`src/rtl/ascensor_n_pisos.sv`:
```
// rtl/ascensor_n_pisos.sv - N-floor SCAN elevator controller with tick divider and latched calls
module ascensor_n_pisos #(
    parameter int PISOS    = 4,
    parameter int DIV      = 4,
    parameter int T_VIAJE  = 2,
    parameter int T_PUERTA = 3,
    localparam int W       = (PISOS > 1) ? $clog2(PISOS) : 1
) (
    input  logic             clk,
    input  logic             rst,
    input  logic [PISOS-1:0] llamada,
    output logic [W-1:0]     piso,
    output logic [1:0]       direccion,
    output logic             puertas_abiertas,
    output logic             state_andando,
    output logic [PISOS-1:0] pendientes,
    output logic             clk_nuevo
);

    localparam int CW = (DIV > 1)      ? $clog2(DIV)      : 1;
    localparam int VW = (T_VIAJE > 1)  ? $clog2(T_VIAJE)  : 1;
    localparam int PW = (T_PUERTA > 1) ? $clog2(T_PUERTA) : 1;

    localparam logic [1:0] DIR_STOP = 2'b00;
    localparam logic [1:0] DIR_UP   = 2'b01;
    localparam logic [1:0] DIR_DOWN = 2'b10;

    typedef enum logic [1:0] {REPOSO, ANDANDO, PUERTAS} estado_t;

    estado_t          estado_q, estado_d;
    logic [CW-1:0]    cnt_q, cnt_d;
    logic             nuevo_q, nuevo_d;
    logic [W-1:0]     piso_q, piso_d;
    logic [1:0]       dir_q, dir_d;
    logic             pref_q, pref_d;
    logic [VW-1:0]    viaje_q, viaje_d;
    logic [PW-1:0]    puerta_q, puerta_d;
    logic [PISOS-1:0] pend_q, pend_d;
    logic [PISOS-1:0] limpiar, entrada, bit_actual;
    logic             arriba_act, abajo_act, seguir;

    function automatic logic hay_arriba(input logic [PISOS-1:0] p, input logic [W-1:0] f);
        logic r;
        r = 1'b0;
        for (int i = 0; i < PISOS; i++) begin
            if (i > int'(f) && p[i]) r = 1'b1;
        end
        return r;
    endfunction

    function automatic logic hay_abajo(input logic [PISOS-1:0] p, input logic [W-1:0] f);
        logic r;
        r = 1'b0;
        for (int i = 0; i < PISOS; i++) begin
            if (i < int'(f) && p[i]) r = 1'b1;
        end
        return r;
    endfunction

    always_comb begin
        cnt_d   = cnt_q + 1'b1;
        nuevo_d = 1'b0;
        if (cnt_q == CW'(DIV - 1)) begin
            cnt_d   = '0;
            nuevo_d = 1'b1;
        end
    end

    assign bit_actual = PISOS'(1) << piso_q;
    assign arriba_act = hay_arriba(pend_q, piso_q);
    assign abajo_act  = hay_abajo(pend_q, piso_q);

    // The FSM only moves on divided ticks; pending bits are tracked every clk.
    always_comb begin
        estado_d = estado_q;
        piso_d   = piso_q;
        dir_d    = dir_q;
        pref_d   = pref_q;
        viaje_d  = viaje_q;
        puerta_d = puerta_q;
        limpiar  = '0;
        seguir   = 1'b0;
        if (nuevo_q) begin
            case (estado_q)
                REPOSO: begin
                    if (pend_q[piso_q]) begin
                        estado_d = PUERTAS;
                        puerta_d = '0;
                        limpiar  = bit_actual;
                    end else if (pref_q ? arriba_act : abajo_act) begin
                        estado_d = ANDANDO;
                        viaje_d  = '0;
                        dir_d    = pref_q ? DIR_UP : DIR_DOWN;
                    end else if (pref_q ? abajo_act : arriba_act) begin
                        estado_d = ANDANDO;
                        viaje_d  = '0;
                        dir_d    = pref_q ? DIR_DOWN : DIR_UP;
                        pref_d   = ~pref_q;
                    end
                end
                ANDANDO: begin
                    if (viaje_q == VW'(T_VIAJE - 1)) begin
                        viaje_d = '0;
                        piso_d  = (dir_q == DIR_UP) ? piso_q + 1'b1 : piso_q - 1'b1;
                        seguir  = (dir_q == DIR_UP) ? hay_arriba(pend_q, piso_d)
                                                    : hay_abajo(pend_q, piso_d);
                        if (pend_q[piso_d]) begin
                            estado_d = PUERTAS;
                            dir_d    = DIR_STOP;
                            puerta_d = '0;
                            limpiar  = PISOS'(1) << piso_d;
                        end else if (!seguir) begin
                            estado_d = REPOSO;
                            dir_d    = DIR_STOP;
                        end
                    end else begin
                        viaje_d = viaje_q + 1'b1;
                    end
                end
                PUERTAS: begin
                    if (puerta_q == PW'(T_PUERTA - 1)) begin
                        estado_d = REPOSO;
                    end else begin
                        puerta_d = puerta_q + 1'b1;
                    end
                end
                default: begin
                    estado_d = REPOSO;
                    dir_d    = DIR_STOP;
                end
            endcase
        end
    end

    // A call for the floor whose doors are open is already being served.
    always_comb begin
        entrada = llamada;
        if (estado_q == PUERTAS) entrada = llamada & ~bit_actual;
        pend_d = (pend_q | entrada) & ~limpiar;
    end

    always_ff @(posedge clk) begin
        if (rst) begin
            estado_q <= REPOSO;
            cnt_q    <= '0;
            nuevo_q  <= 1'b0;
            piso_q   <= '0;
            dir_q    <= DIR_STOP;
            pref_q   <= 1'b1;
            viaje_q  <= '0;
            puerta_q <= '0;
            pend_q   <= '0;
        end else begin
            estado_q <= estado_d;
            cnt_q    <= cnt_d;
            nuevo_q  <= nuevo_d;
            piso_q   <= piso_d;
            dir_q    <= dir_d;
            pref_q   <= pref_d;
            viaje_q  <= viaje_d;
            puerta_q <= puerta_d;
            pend_q   <= pend_d;
        end
    end

    assign piso             = piso_q;
    assign direccion        = dir_q;
    assign puertas_abiertas = (estado_q == PUERTAS);
    assign state_andando    = (estado_q == ANDANDO);
    assign pendientes       = pend_q;
    assign clk_nuevo        = nuevo_q;

endmodule

```
`config.mk`:
```
export PLATFORM = sky130hd
export DESIGN_NAME = ascensor_n_pisos
export DESIGN_NICKNAME = d
export VERILOG_FILES = /design/src/rtl/ascensor_n_pisos.sv
export SDC_FILE = /design/constraint.sdc
export NUM_CORES = 1
export LEC_CHECK = 0
export ABC_AREA = 1
export CAP_MARGIN = 0
export CORE_ASPECT_RATIO = 0.7
export CORE_UTILIZATION = 50
export CTS_BUF_LIST = sky130_fd_sc_hd__clkbuf_8
export DETAILED_ROUTE_END_ITERATION = 12
export DONT_BUFFER_PORTS = 1
export PLACE_DENSITY = 0.64
export SLEW_MARGIN = 20
export SYNTH_ARGS = -nofsm -noshare
export SYNTH_HDL_FRONTEND = slang
export SYNTH_SLANG_ARGS = --single-unit
```
`constraint.sdc`:
```
create_clock -name clk -period 1.74 [get_ports clk]
set_clock_uncertainty 0.2 [all_clocks]
set_input_delay 0.348 -clock clk [delete_from_list [all_inputs] [get_ports clk]]
set_output_delay 0.348 -clock clk [all_outputs]
set_load 0.01 [all_outputs]
```
# After elaboration in Yosys (flattened, before gate mapping)

Index checks and enable logic that the tools add are counted.

Input port bits: 6
Output and inout port bits: 11
Flip-flop bits (word level): 17
Word-level logic and storage cells: 134

Mux-type cells: 59
Bitwise logic cells: 9
Magnitude comparators: 14
Add/sub/neg operators: 5
Shifts and indexed selects: 2
Equal/unequal tests: 14
Reduce and logical (&&, ||, !) cells: 22

Operators with widths:

| cell                                                          | count |
|---|---|
| 2-to-1 mux 2 bit                                              | 19 |
| 2-to-1 mux 1 bit                                              | 28 |
| 2-to-1 mux 4 bit                                              | 5 |
| case mux 2 bit (3 select lines)                               | 3 |
| logical AND 1 bit                                             | 12 |
| AND reduction 6 bit                                           | 2 |
| AND reduction 5 bit                                           | 2 |
| AND 4 bit                                                     | 2 |
| greater-than comparator 2 bit (first input constant)          | 4 |
| < comparator 1 x 2 -> 1 bit (first input constant)            | 4 |
| inverter 4 bit                                                | 2 |
| case mux 4 bit (2 select lines)                               | 1 |
| << shifter 1 x 2 -> 4 bit (first input constant)              | 2 |
| adder 2 x 1 -> 2 bit (second input constant)                  | 3 |
| == test 2 bit (second input constant)                         | 3 |
| < comparator 2 x 3 -> 1 bit (second input constant)           | 2 |
| != test 2 x 1 -> 1 bit (second input constant)                | 3 |
| != test 2 bit (second input constant)                         | 3 |
| binary-select mux 1 bit (select 2 bit)                        | 2 |
| == test 2 x 1 -> 1 bit (second input constant)                | 2 |
| greater-than comparator 1 x 2 -> 1 bit (first input constant) | 2 |
| < comparator 2 bit (first input constant)                     | 2 |
| != test 4 bit (second input constant)                         | 1 |
| inverter 1 bit                                                | 4 |
| 12 further kinds                                              | 12 |

# Logic depth before layout (Yosys ltp)

Depth in word-level cells: 15
Gate-level depth with buffers: 14
Mapped depth without buffers: 13

# Least setup slack after synthesis

Ideal clock, no wire load.

Kind: register -> register
From: register piso_q[0], in the netlist piso[0]
To: register estado_q[0]
Setup time: 0.114 ns
Arrival: 1.696 ns
Cell stages (with the launch flop): 14
Data required time: 1.426 ns
Clock period less this slack: 2.010 ns
Path buffers: 1
Slack: -0.270 ns
Path through: dfxtp_1 > buf_6 > inv_8 > ha_1 > nand3_1 > nand2_2 > nand2_1 > nand2_2 > nor2_2 > nand3_2 > nand2_1 > nand2_1 > nand2_1 > nor2_2

Word-level cells in the longest chain between the ends: 13
Elaborated cells between the ends (all ways): 60
Those cells by class: add/sub: 2; order compare: 12; eq/ne: 2; mux: 31; reduce/logical: 13

RTL lines:

| item                                                                                  | line   | source |
|---|---|---|
| from (decl)                                                                           | 33     | `logic [W-1:0] piso_q, piso_d;` |
| from (signal assigned)                                                                | 157    | `piso_q <= piso_d;` |
| subtractor 2 x 1 -> 2 bit or adder 2 x 1 -> 2 bit (tied branches)                     | 104    | `piso_d = (dir_q == DIR_UP) ? piso_q + 1'b1 : piso_q - 1'b1;` |
| 2-to-1 mux 2 bit                                                                      | 104    |  |
| < comparator 1 x 2 -> 1 bit or greater-than comparator 1 x 2 -> 1 bit (tied branches) | 55, 46 |  |
| logical AND 1 bit, on equally long branches                                           | 55, 46 |  |
| 2-to-1 mux 1 bit, on equally long branches (3 in series)                              | 55, 46 |  |
| 2-to-1 mux 1 bit                                                                      | 102    | `if (viaje_q == VW'(T_VIAJE - 1)) begin` |
| 2-to-1 mux 1 bit                                                                      | 84     | `case (estado_q)` |
| 2-to-1 mux 1 bit                                                                      | 83     | `if (nuevo_q) begin` |
| 2-to-1 mux 1 bit                                                                      | 105    | `seguir = (dir_q == DIR_UP) ? hay_arriba(pend_q, piso_d)` |
| != test 3 x 2 -> 1 bit (no line)                                                      | -      |  |
| AND reduction 5 bit (no line)                                                         | -      |  |
| to (signal assigned)                                                                  | 154    | `estado_q <= estado_d;` |
| to (decl)                                                                             | 30     | `estado_t estado_q, estado_d;` |

Parallel ways exist; a longest one is shown, timed or not. The select of a mux whose other input is x is not followed.
A chain may end at the register's enable or synchronous reset.

# Worst setup path after layout

Ends and elaborated chain as after synthesis.

==> metrics <==
pwr/cell area=about 520 nW/um2; failing checks=hold timing, setup timing; slowest cell on the critical path=dfxtp_4; Synthesized Nets=between 200 and 250; min-delay worst type=input port to register; unrepaired setup endpoints after global routing=yes; Hold Fails Final Rpt=1; largest net degree at the start of global routing=11; total gr overflow=0; maximum VDD drop=~370 uV; critical-path cell list=inv_8, ha_4, inv_4, nand2_4, nand2_4, nand2_4, nand2_4, nor2_4, nand3_4, nand2_2, nand2_1, nand2_1, nor2_2; synthesized area=1240 um2; number of global-route vias before repair=approximately 1200; CTS root buffer=clkbuf_8; Die Ht=43.7 um; most used cell, CP=nand2_4; period utilization=108%; Setup-failing EPs final=10; routed vias=1301; CTS tree=built; CTS clock-pin slew for the worst setup and hold paths=0.07 ns; distinct cell type count after synthesis=26; ANT cells=0; die width=just over 60 um; DRC errors left=0; area of the core=roughly 2200 um2; CP Capture Type=register; dpl hpwl=around 2500 um; DIE AREA=roughly 2700 um2; NumNets Final=234; final critical-path required period=1.88 ns; crit start category=register; #FFs+latches synth=17; relative slew slack=74.9%; I/O pin count=17; Routed WL=3650 um; clk sinks=17; Layout area overhead=40.1%; CP Max Fanout=4; most common cell after layout, fill and taps aside=nand2_1; Via density=5.18; Initial Util=55.3%; wire per inst=around 15 um; CTS H-tree depth=1; GRT Overall Usage=roughly 30%; drt pass-1 iters=4; ANT nets after route=0; Rows=14; Seq/Total Area, Yosys=27.4%; placed cell areas=1470 um2; YS warnings=0; data required time of the worst path=1.69 ns; leakage=~0.76 nW; layout cells sized above 1=42.5%; Starting DRT DRC Count=117; crit-path max cell delay=0.40 ns; f_max=533 MHz; post-synthesis cell count=187; IO Port Bufs=0; worst setup margin=-0.136 ns; WP data arrival=1.82 ns; WHS=-0.00119 ns; total power=approximately 0.00090 W; status=complete, but fails checks; initial antenna violation count=0; critical path type=register to register; final instance area=1740 um2; GPL Wtd Cong=0.915; worst skew pair latency=0.25 ns; Max Root-Sink Buffers=2; Max-Cap Viols=0; clock buffer count from CTS=3; synthesized area per cell=6.63 um2; most frequent cells in the layout=nand2_1 (39), buf_4 (27), inv_1 (21); first-pass GRT wire length=around 5700 um; worst-margin pin slew=0.374 ns; Slew Limit Fails=0
## flip-flops by register name, indices dropped and copies added, names as in the netlist
register and cells:
pendientes 4, cnt_q 2, direccion 2, estado_q 2, piso 2, puerta_q 2
clk_nuevo 1, pref_q 1, viaje_q 1
## report_power, final
part | internal (W) | total [W] | switching [W] | leakage, nW
Sequential | 0.000406 | 0.000431 | 0.0000254 | 0.141
Clock | 0.000157 | 0.000297 | 0.000141 | 0.0269
Combinational | 0.0000652 | 0.000175 | 0.000110 | 0.591
## per-layer routing
layer	vias to the layer above	part of all wire (%)	track usage (%)
li1	657	-	-
met4	0	0.49	4.44
met3	4	7.5	8.36
met1	601	49	44.8
met5	-	0	0
met2	39	43	43.0
## path summary, 6_finish.rpt
check | from | endpoint | slack (ns) | cells past startpoint
max reg2reg | piso[0] | estado_q[0] | -0.14 | 13
min reg2reg | cnt_q[0] | cnt_q[0] | 0.23 | 1
min | rst | pref_q | -0.001 | 2
max | piso[0] | estado_q[0] | -0.14 | 13
## worst max-delay path, delay by kind of cell, from the launching register on
family,cells,cell delay (ns)
AND/OR/NAND/NOR,10,0.81
flip-flops,1,0.40
adder cells (fa/ha/maj),1,0.28
buffers and inverters,2,0.08
## per-stage QoR
stage | hold WS [ns] | utilization, % | setup TNS [ns] | cells | setup slack, ns
CTS | 0.000568 | 71.0 | -0.559 | 249 | -0.0783
finish | -0.00119 | 77.5 | -0.714 | 251 | -0.136
detailed placement | 0.217 | 65.7 | -0.807 | 241 | -0.121
global placement | 0.205 | 65.7 | -0.351 | 241 | -0.102
global route | 0.00381 | 77.5 | -1.59 | 251 | -0.223
floorplan | 0.198 | - | -0.436 | 187 | -0.0927
## cells in the mapped netlist
cell	number	area [um2]
a21boi_0	1	7.51
a21oi_1	11	55.1
a21oi_2	2	17.5
buf_6	1	11.3
clkbuf_1	1	3.75
clkinv_1	1	3.75
dfxtp_1	17	340
ha_1	8	100
inv_1	24	90.1
inv_2	3	11.3
inv_8	1	11.3
nand2_1	48	180
nand2_2	11	68.8
nand3_1	7	35.0
nand3_2	5	50.1
nand3b_1	1	7.51
nor2_1	16	60.1
nor2_2	5	31.3
nor2_4	2	22.5
nor3_1	2	10.0
nor3_2	2	20.0
nor3b_1	1	7.51
nor4_1	1	6.26
o21ai_0	11	55.1
o21ai_2	1	8.76
o22ai_1	4	25.0
## final cells by class
type / instances / area [um2]
timing repair buffer: 30 / 234
fill: 160 / 505
clock inverter: 1 / 3.75
sequential: 17 / 347
tap: 32 / 40.0
inverter: 29 / 119
multi-input combinational: 139 / 952
clock buffer: 3 / 41.3
## timing repair
action,CTS,global route
gates resized for setup,11,32
buffers inserted,3,1
hold buffers,1,1
cloned,0,0
pin swaps,3,7
setup endpoints to repair,12,13
endpoints found under the hold margin,5,1
## logic make-up after synthesis
logic type | Yosys count | synth area share (%)
AO/OA/AOI/OAI | 30 | 13.6
adder cells (fa/ha/maj) | 8 | 8.07
buffers and inverters | 31 | 10.6
flip-flops | 17 | 27.4
AND/OR/NAND/NOR | 101 | 40.3
(Power assumes the default switching activity.)
